===== config.mk =====
export PLATFORM = sky130hd
export DESIGN_NAME = bcd_operand_entry
export DESIGN_NICKNAME = d
export VERILOG_FILES = /design/src/rtl/bcd_entry_pkg.sv /design/src/rtl/key_debounce.sv /design/src/rtl/bcd_operand_entry.sv
export SDC_FILE = /design/constraint.sdc
export NUM_CORES = 1
export LEC_CHECK = 0
export ABC_AREA = 0
export CAP_MARGIN = 20
export CORE_ASPECT_RATIO = 1.5
export CORE_MARGIN = 5
export CORE_UTILIZATION = 50
export DETAILED_ROUTE_END_ITERATION = 8
export GPL_ROUTABILITY_DRIVEN = 0
export GPL_TIMING_DRIVEN = 0
export PLACE_DENSITY = 0.7
export SLEW_MARGIN = 20
export SYNTH_ARGS = -nofsm -noshare
export SYNTH_HDL_FRONTEND = slang
export SYNTH_SLANG_ARGS = --single-unit

===== constraint.sdc =====
create_clock -name CLOCK_50 -period 2.4 [get_ports CLOCK_50]
set_clock_uncertainty 0.2 [all_clocks]
set_input_delay 0.24 -clock CLOCK_50 [delete_from_list [all_inputs] [get_ports CLOCK_50]]
set_output_delay 0.24 -clock CLOCK_50 [all_outputs]
set_load 0.02 [all_outputs]

===== src/rtl/bcd_entry_pkg.sv =====
// ---------------------------------------------------------------------------
// bcd_entry_pkg
// Shared definitions for the BCD operand-entry front end.
//   STATE_W        : width of the entry FSM state code
//   entry_state_e  : FSM state encoding (S_A, S_B, S_CIN, S_DONE)
//   BCD_MAX        : largest digit accepted as a BCD operand
//   is_bcd()       : true when a 4-bit digit is a legal BCD value
// ---------------------------------------------------------------------------
package bcd_entry_pkg;

  localparam int STATE_W = 2;

  typedef enum logic [STATE_W-1:0] {
    S_A    = 2'd0,
    S_B    = 2'd1,
    S_CIN  = 2'd2,
    S_DONE = 2'd3
  } entry_state_e;

  localparam logic [3:0] BCD_MAX = 4'd9;

  function automatic logic is_bcd(input logic [3:0] digit);
    return (digit <= BCD_MAX);
  endfunction

endpackage


===== src/rtl/key_debounce.sv =====
// ---------------------------------------------------------------------------
// key_debounce
// Synchronises one raw active-low pushbutton, debounces it and emits a
// single-cycle pulse when the debounced level falls (button pressed).
// Releasing the button produces no pulse.
//   clk          : system clock
//   reset        : synchronous, active-high reset
//   key_n        : raw asynchronous active-low button
//   press_pulse  : one-cycle pulse, high during the cycle whose closing edge
//                  also flips the debounced level from 1 to 0
// Parameters:
//   DEBOUNCE_CYCLES : consecutive differing cycles needed to accept a change
//   CNT_W           : counter width, 2^CNT_W > DEBOUNCE_CYCLES
// ---------------------------------------------------------------------------
module key_debounce #(
  parameter int DEBOUNCE_CYCLES = 1000000,
  parameter int CNT_W           = 20
) (
  input  logic clk,
  input  logic reset,
  input  logic key_n,
  output logic press_pulse
);

  localparam logic [CNT_W-1:0] CNT_LAST = CNT_W'(DEBOUNCE_CYCLES - 1);
  localparam logic [CNT_W-1:0] CNT_ZERO = {CNT_W{1'b0}};
  localparam logic [CNT_W-1:0] CNT_ONE  = {{(CNT_W-1){1'b0}}, 1'b1};

  logic             sync1_q, sync1_d;
  logic             sync2_q, sync2_d;
  logic             deb_q,   deb_d;
  logic [CNT_W-1:0] cnt_q,   cnt_d;
  logic             pulse_s;

  // Next-state for synchroniser, stability counter and debounced level.
  always_comb begin
    sync1_d = key_n;
    sync2_d = sync1_q;
    deb_d   = deb_q;
    cnt_d   = cnt_q;
    pulse_s = 1'b0;
    if (sync2_q == deb_q) begin
      // Input agrees with the accepted level: any partial run is a bounce.
      cnt_d = CNT_ZERO;
    end else if (cnt_q == CNT_LAST) begin
      deb_d   = ~deb_q;
      cnt_d   = CNT_ZERO;
      // Only the 1->0 (press) direction is an event.
      pulse_s = deb_q;
    end else begin
      cnt_d = cnt_q + CNT_ONE;
    end
  end

  // Register update; reset releases the key and abandons any debounce run.
  always_ff @(posedge clk) begin
    if (reset) begin
      sync1_q <= 1'b1;
      sync2_q <= 1'b1;
      deb_q   <= 1'b1;
      cnt_q   <= CNT_ZERO;
    end else begin
      sync1_q <= sync1_d;
      sync2_q <= sync2_d;
      deb_q   <= deb_d;
      cnt_q   <= cnt_d;
    end
  end

  assign press_pulse = pulse_s;

endmodule


===== src/rtl/bcd_operand_entry.sv =====
// ---------------------------------------------------------------------------
// bcd_operand_entry
// Operand-entry front end for the BCD adder / seven-segment path. Each
// debounced press of ENTER captures, in turn, operand A, operand B and the
// carry-in; a fourth press drops the valid flag and restarts at A. CLEAR
// returns everything to the start state and wins over a simultaneous ENTER.
//   CLOCK_50        : system clock
//   reset           : synchronous, active-high reset
//   digit_in[3:0]   : digit from SW[3:0]
//   cin_in          : carry-in from SW[8]
//   key_enter_n     : raw active-low ENTER button
//   key_clear_n     : raw active-low CLEAR button
//   a_out[3:0]      : latched operand A
//   b_out[3:0]      : latched operand B
//   cin_out         : latched carry-in
//   operands_valid  : A, B and carry-in all captured
//   digit_err       : sticky flag for a rejected non-BCD digit
//   entry_state[1:0]: current FSM state code
// Build option:
//   BCD_ENTRY_HEX_EN : when defined, digits 10-15 are accepted for A and B
//                      (hex-adder variant) and digit_err never sets.
// ---------------------------------------------------------------------------
module bcd_operand_entry
  import bcd_entry_pkg::*;
#(
  parameter int DEBOUNCE_CYCLES = 1000000,
  parameter int CNT_W           = 20
) (
  input  logic               CLOCK_50,
  input  logic               reset,
  input  logic [3:0]         digit_in,
  input  logic               cin_in,
  input  logic               key_enter_n,
  input  logic               key_clear_n,
  output logic [3:0]         a_out,
  output logic [3:0]         b_out,
  output logic               cin_out,
  output logic               operands_valid,
  output logic               digit_err,
  output logic [STATE_W-1:0] entry_state
);

  logic enter_pulse;
  logic clear_pulse;
  logic digit_ok;

  entry_state_e state_q, state_d;
  logic [3:0]   a_q,     a_d;
  logic [3:0]   b_q,     b_d;
  logic         cin_q,   cin_d;
  logic         valid_q, valid_d;
  logic         err_q,   err_d;

  key_debounce #(
    .DEBOUNCE_CYCLES (DEBOUNCE_CYCLES),
    .CNT_W           (CNT_W)
  ) u_enter_key (
    .clk         (CLOCK_50),
    .reset       (reset),
    .key_n       (key_enter_n),
    .press_pulse (enter_pulse)
  );

  key_debounce #(
    .DEBOUNCE_CYCLES (DEBOUNCE_CYCLES),
    .CNT_W           (CNT_W)
  ) u_clear_key (
    .clk         (CLOCK_50),
    .reset       (reset),
    .key_n       (key_clear_n),
    .press_pulse (clear_pulse)
  );

`ifdef BCD_ENTRY_HEX_EN
  assign digit_ok = 1'b1;
`else
  assign digit_ok = is_bcd(digit_in);
`endif

  // Entry FSM next-state and output-register next values.
  always_comb begin
    state_d = state_q;
    a_d     = a_q;
    b_d     = b_q;
    cin_d   = cin_q;
    valid_d = valid_q;
    err_d   = err_q;
    if (clear_pulse) begin
      // Clear takes priority; a same-cycle enter is dropped.
      state_d = S_A;
      a_d     = 4'd0;
      b_d     = 4'd0;
      cin_d   = 1'b0;
      valid_d = 1'b0;
      err_d   = 1'b0;
    end else if (enter_pulse) begin
      case (state_q)
        S_A: begin
          if (digit_ok) begin
            a_d     = digit_in;
            err_d   = 1'b0;
            state_d = S_B;
          end else begin
            err_d   = 1'b1;
          end
        end
        S_B: begin
          if (digit_ok) begin
            b_d     = digit_in;
            err_d   = 1'b0;
            state_d = S_CIN;
          end else begin
            err_d   = 1'b1;
          end
        end
        S_CIN: begin
          cin_d   = cin_in;
          valid_d = 1'b1;
          state_d = S_DONE;
        end
        S_DONE: begin
          // Operands stay visible until the next capture overwrites them.
          valid_d = 1'b0;
          state_d = S_A;
        end
        default: begin
          state_d = S_A;
        end
      endcase
    end else begin
      state_d = state_q;
    end
  end

  // FSM state and output registers.
  always_ff @(posedge CLOCK_50) begin
    if (reset) begin
      state_q <= S_A;
      a_q     <= 4'd0;
      b_q     <= 4'd0;
      cin_q   <= 1'b0;
      valid_q <= 1'b0;
      err_q   <= 1'b0;
    end else begin
      state_q <= state_d;
      a_q     <= a_d;
      b_q     <= b_d;
      cin_q   <= cin_d;
      valid_q <= valid_d;
      err_q   <= err_d;
    end
  end

  assign a_out          = a_q;
  assign b_out          = b_q;
  assign cin_out        = cin_q;
  assign operands_valid = valid_q;
  assign digit_err      = err_q;
  assign entry_state    = state_q;

endmodule


# Yosys cells after proc, flatten, opt, wreduce, memory -nomap -nowiden

Index checks and enable logic that the tools add are counted.

Word-level logic and storage cells: 53
Bits in registers: 59

Add/subtract/negate cells: 2
Magnitude comparators: 1
Bitwise operators: 4
Equality and inequality tests: 9
Reductions and logical operators: 14
Mux-type cells: 9

Operators with widths:

| kind                                                             | number |
|---|---|
| 20-bit by 1-bit adder with 20-bit output (second input constant) | 2 |
| 20-bit == test (second input constant)                           | 2 |
| 2-bit AND reduction                                              | 5 |
| 3-bit AND reduction                                              | 3 |
| 2-bit one-hot mux with 4 select lines                            | 1 |
| 3-bit OR reduction                                               | 2 |
| 1-bit two-way mux                                                | 5 |
| 2-bit == test (second input constant)                            | 2 |
| 4-bit less-or-equal comparator (second input constant)           | 1 |
| 2-bit two-way mux                                                | 2 |
| 2-bit != test (second input constant)                            | 2 |
| 1-bit inverter                                                   | 4 |
| 2-bit OR reduction                                               | 2 |
| 1-bit == test                                                    | 2 |
| 2-bit by 1-bit == test with 1-bit output (second input constant) | 1 |
| 2-bit zero test                                                  | 1 |
| 1-bit one-hot mux with 2 select lines                            | 1 |
| 2-bit nonzero test                                               | 1 |

# Logic depth before layout (Yosys ltp)

Word-level depth: 4
Gate-level depth with buffers: 7

# Cells and area by module

From an unflattened synthesis, not the netlist that was laid out.

Cells, all modules: 297
Area total of the unflattened synthesis: 2638.8 sq um

By module, submodules not included:

| module            | instances | cells each | sequential area each (sq um) | area an instance (sq um) |
|---|---|---|---|---|
| key_debounce      | 2         | 116        | 460.4                        | 1008.5 |
| bcd_operand_entry | 1         | 65         | 260.2                        | 621.8 |

# Least setup slack after synthesis

No wires, ideal clock.

Path kind: register to register
From: register u_enter_key.cnt_q[0]
To: register err_q (netlist: digit_err)
Path buffers: 1
Setup slack: 233 ps
Period minus slack after synthesis: 2167 ps
Arrival: 1901 ps
Stages on the path, launching flop included: 7
Library setup time: 66 ps
Cell sequence: dfxtp_1 > ha_1 > nand3_4 > or4_1 > buf_2 > or4_4 > a21oi_2

Longest elaborated chain between the ends: 4

RTL lines:

| what                                 | RTL line                 | RTL |
|---|---|---|
| start, declared                      | key_debounce.sv:32       | `logic [CNT_W-1:0] cnt_q, cnt_d;` |
| start signal, assigned               | key_debounce.sv:66       | `cnt_q <= cnt_d;` |
| 20-bit == test                       | key_debounce.sv:45       | `end else if (cnt_q == CNT_LAST) begin` |
| 1-bit two-way mux                    | key_debounce.sv:45       |  |
| 1-bit two-way mux                    | key_debounce.sv:42       | `if (sync2_q == deb_q) begin` |
| 2-bit AND reduction (no source line) | n/a                      |  |
| end signal, assigned                 | bcd_operand_entry.sv:150 | `err_q <= err_d;` |
| end, declared                        | bcd_operand_entry.sv:52  | `logic err_q, err_d;` |

Every way passes these cells.
A chain may end at the register's enable or synchronous reset.

# Final worst setup path

Ends and elaborated chain as after synthesis.

==> metrics.yaml <==
cts_tree: "yes"
die-area_um2: 6930
postRouteAntennaNets: 0
viasPerCell: 5.49
fin_area_um2: 3190
grt_overflow_total: 0
cts_buffers: 9
worst_pin_slew_ns: 0.598
arrival_ns: 2.35
max-slew-margin-rel_pct: 59.7
synth_flop_cell: "dfxtp_1"
fin_crit_sh_pct: 94.9
layout-drive-gt1-share_pct: 10.5
fin_crit_ns: 2.28
clock_path_buffers: 2
async_flop_share_pct: 0
drc_errors: 0
core_area_um2: 5160
drt_iter0_drc: 72
path_clk_slew_ns: 0.07
port-buffer-count: 21
postPlaceCellArea_um2: 2970
wl_mm: 5.23
setup_viol: 0
post_layout_nonfiller_instances: 412
ir_drop_v: 0.000432
h-tree-depth: 3
synth_top_area_share_pct: 44.2
place_inst: 394
ys_seq_area_share_pct: 44.2
cap_violations: 0
synthTopCellsByArea: "dfxtp_1, xor2_1, nor2_1, a21oi_1, o21ai_0"
vias: 2261
synth_area_leader_cell: "dfxtp_1"
root_buffer: "clkbuf_8"
post-dp-hpwl_mm: 3.73
power_density_nw_per_um2: 565
ys_ff_latch: 59
run_status: "completed"
max_freq_mhz: 439
ys_types: 38
die_y_um: 99.5
syn_avg_cell_area_um2: 8.75
synth.most_common_cell: "dfxtp_1"
finalMaxSlewViolations: 0
syn_to_final_growth_pct: 19.4
wl_per_cell_um: 12.7
setup_tns_ns: 0
syn_area_um2: 2670
grt_pass1_wl_mm: 9.21
grt_pass1_vias: 2163
min_path_type: "flop to flop"
worstSkewPairLatency_ns: 0.33
nNetsFinal: 354
top_level_ports: 22
crit_fanout: 8
syn_nets: 320
critPathRequiredTime_ns: 2.48
synth_edf_count: 0
start_util_pct: 51.7
row_count: 32
end_kind: "flop"
fin_hold_ws_ns: 0.217
die_width_um: 69.7
leakage_nw: 1.00
worstSetupPathType: "flop to flop"
setup.worst_path.start_class: "flop"
antenna_found_initial: 0
yosysWarnings: 0
hold_buffers: 0
cts_sinks: 59
syn-instance-count: 305
track_usage_pct: 16.3
n_antenna_cell: 0
synthTopCellsByCount: "dfxtp_1, nor2_1, a21oi_1, o21ai_0, nand3_1"
drtPass1Iterations: 4
grt_max_degree: 11
hold_viol: 0
## final timing paths
path	startpoint	to	slack [ns]	cells after the start
max	u_enter_key.cnt_q[0]	digit_err	0.12	6
min	u_clear_key.sync1_q	u_clear_key.sync2_q	0.22	1
max reg2reg	u_enter_key.cnt_q[0]	digit_err	0.12	6
min reg2reg	u_clear_key.sync1_q	u_clear_key.sync2_q	0.22	1
## layout by cell type, fill, tap and decap left out, types with 10 or more instances in the layout
cell type and count:
dfxtp_1 59, nor2_1 33, a21oi_1 23, o21ai_0 21
clkdlybuf4s50_1 21, nand3_1 18, nand4_1 17, xor2_1 15
nand2_1 14, inv_1 12, clkbuf_8 10
## flip-flops by register name, summed over array words and instances, names as in the netlist
signal               flops
u_clear_key.cnt_q       20
u_enter_key.cnt_q       20
a_out                    4
b_out                    4
entry_state              2
cin_out                  1
digit_err                1
operands_valid           1
u_clear_key.deb_q        1
u_clear_key.sync1_q      1
u_clear_key.sync2_q      1
u_enter_key.deb_q        1
u_enter_key.sync1_q      1
u_enter_key.sync2_q      1
## metrics by stage
stage | worst slack, ns | utilization, % | power (mW)
finish | 0.122 | 61.7 | 1.80
CTS | 0.0337 | 61.0 | 1.83
floorplan | 0.233 | - | 1.03
detailed placement | -0.0382 | 57.4 | 1.05
global placement | -0.0143 | 57.4 | 1.05
global route | -0.000623 | 61.7 | 1.87
## power by group
group          switching, mW  internal, mW
clock network          0.379         0.397
registers            0.00262         0.983
logic                 0.0198        0.0213
total                  0.402          1.40
## kinds of logic after synthesis
logic type | share of synthesized area, %
AND/OR/NAND/NOR | 28.8
XOR/XNOR | 7.87
AO/OA/AOI/OAI | 13.0
buffers and inverters | 3.28
adder cells (fa/ha/maj) | 2.81
flip-flops | 44.2
## critical path: stages, from the launching register on
cell     delay [ns]
dfxtp_1        0.39
ha_2           0.24
nand3_4        0.13
or4_1          0.51
buf_2          0.19
or4_4          0.43
a21oi_2        0.13
## what timing repair did
item | 4_1_cts | 5_1_grt
gates resized for setup | 3 | 7
buffers inserted | 0 | 2
pin swaps | 0 | 1
endpoints found under the setup margin | 21 | 21
## cell type report
type                    instances  area [um^2]
flip-flops and latches         59         1180
clock inverters                 5         28.8
inverters                      12         45.0
plain buffers                  10         46.3
multi-input cells             224         1440
well taps                      68         85.1
clock buffers                  11          141
fillers                       464         1980
repair buffers                 23          225
## layer usage
layer | vias up | share of wire (%) | GRT usage (%) | wire length (um)
met5 | - | 0 | 0 | 0
met2 | 36 | 50 | 28.0 | 2590
met4 | 0 | 1.7 | 9.73 | 88
met1 | 1046 | 45 | 18.2 | 2360
met3 | 7 | 3.7 | 3.74 | 191
li1 | 1172 | - | - | -
Note: power is estimated with default switching activity, not from simulation.
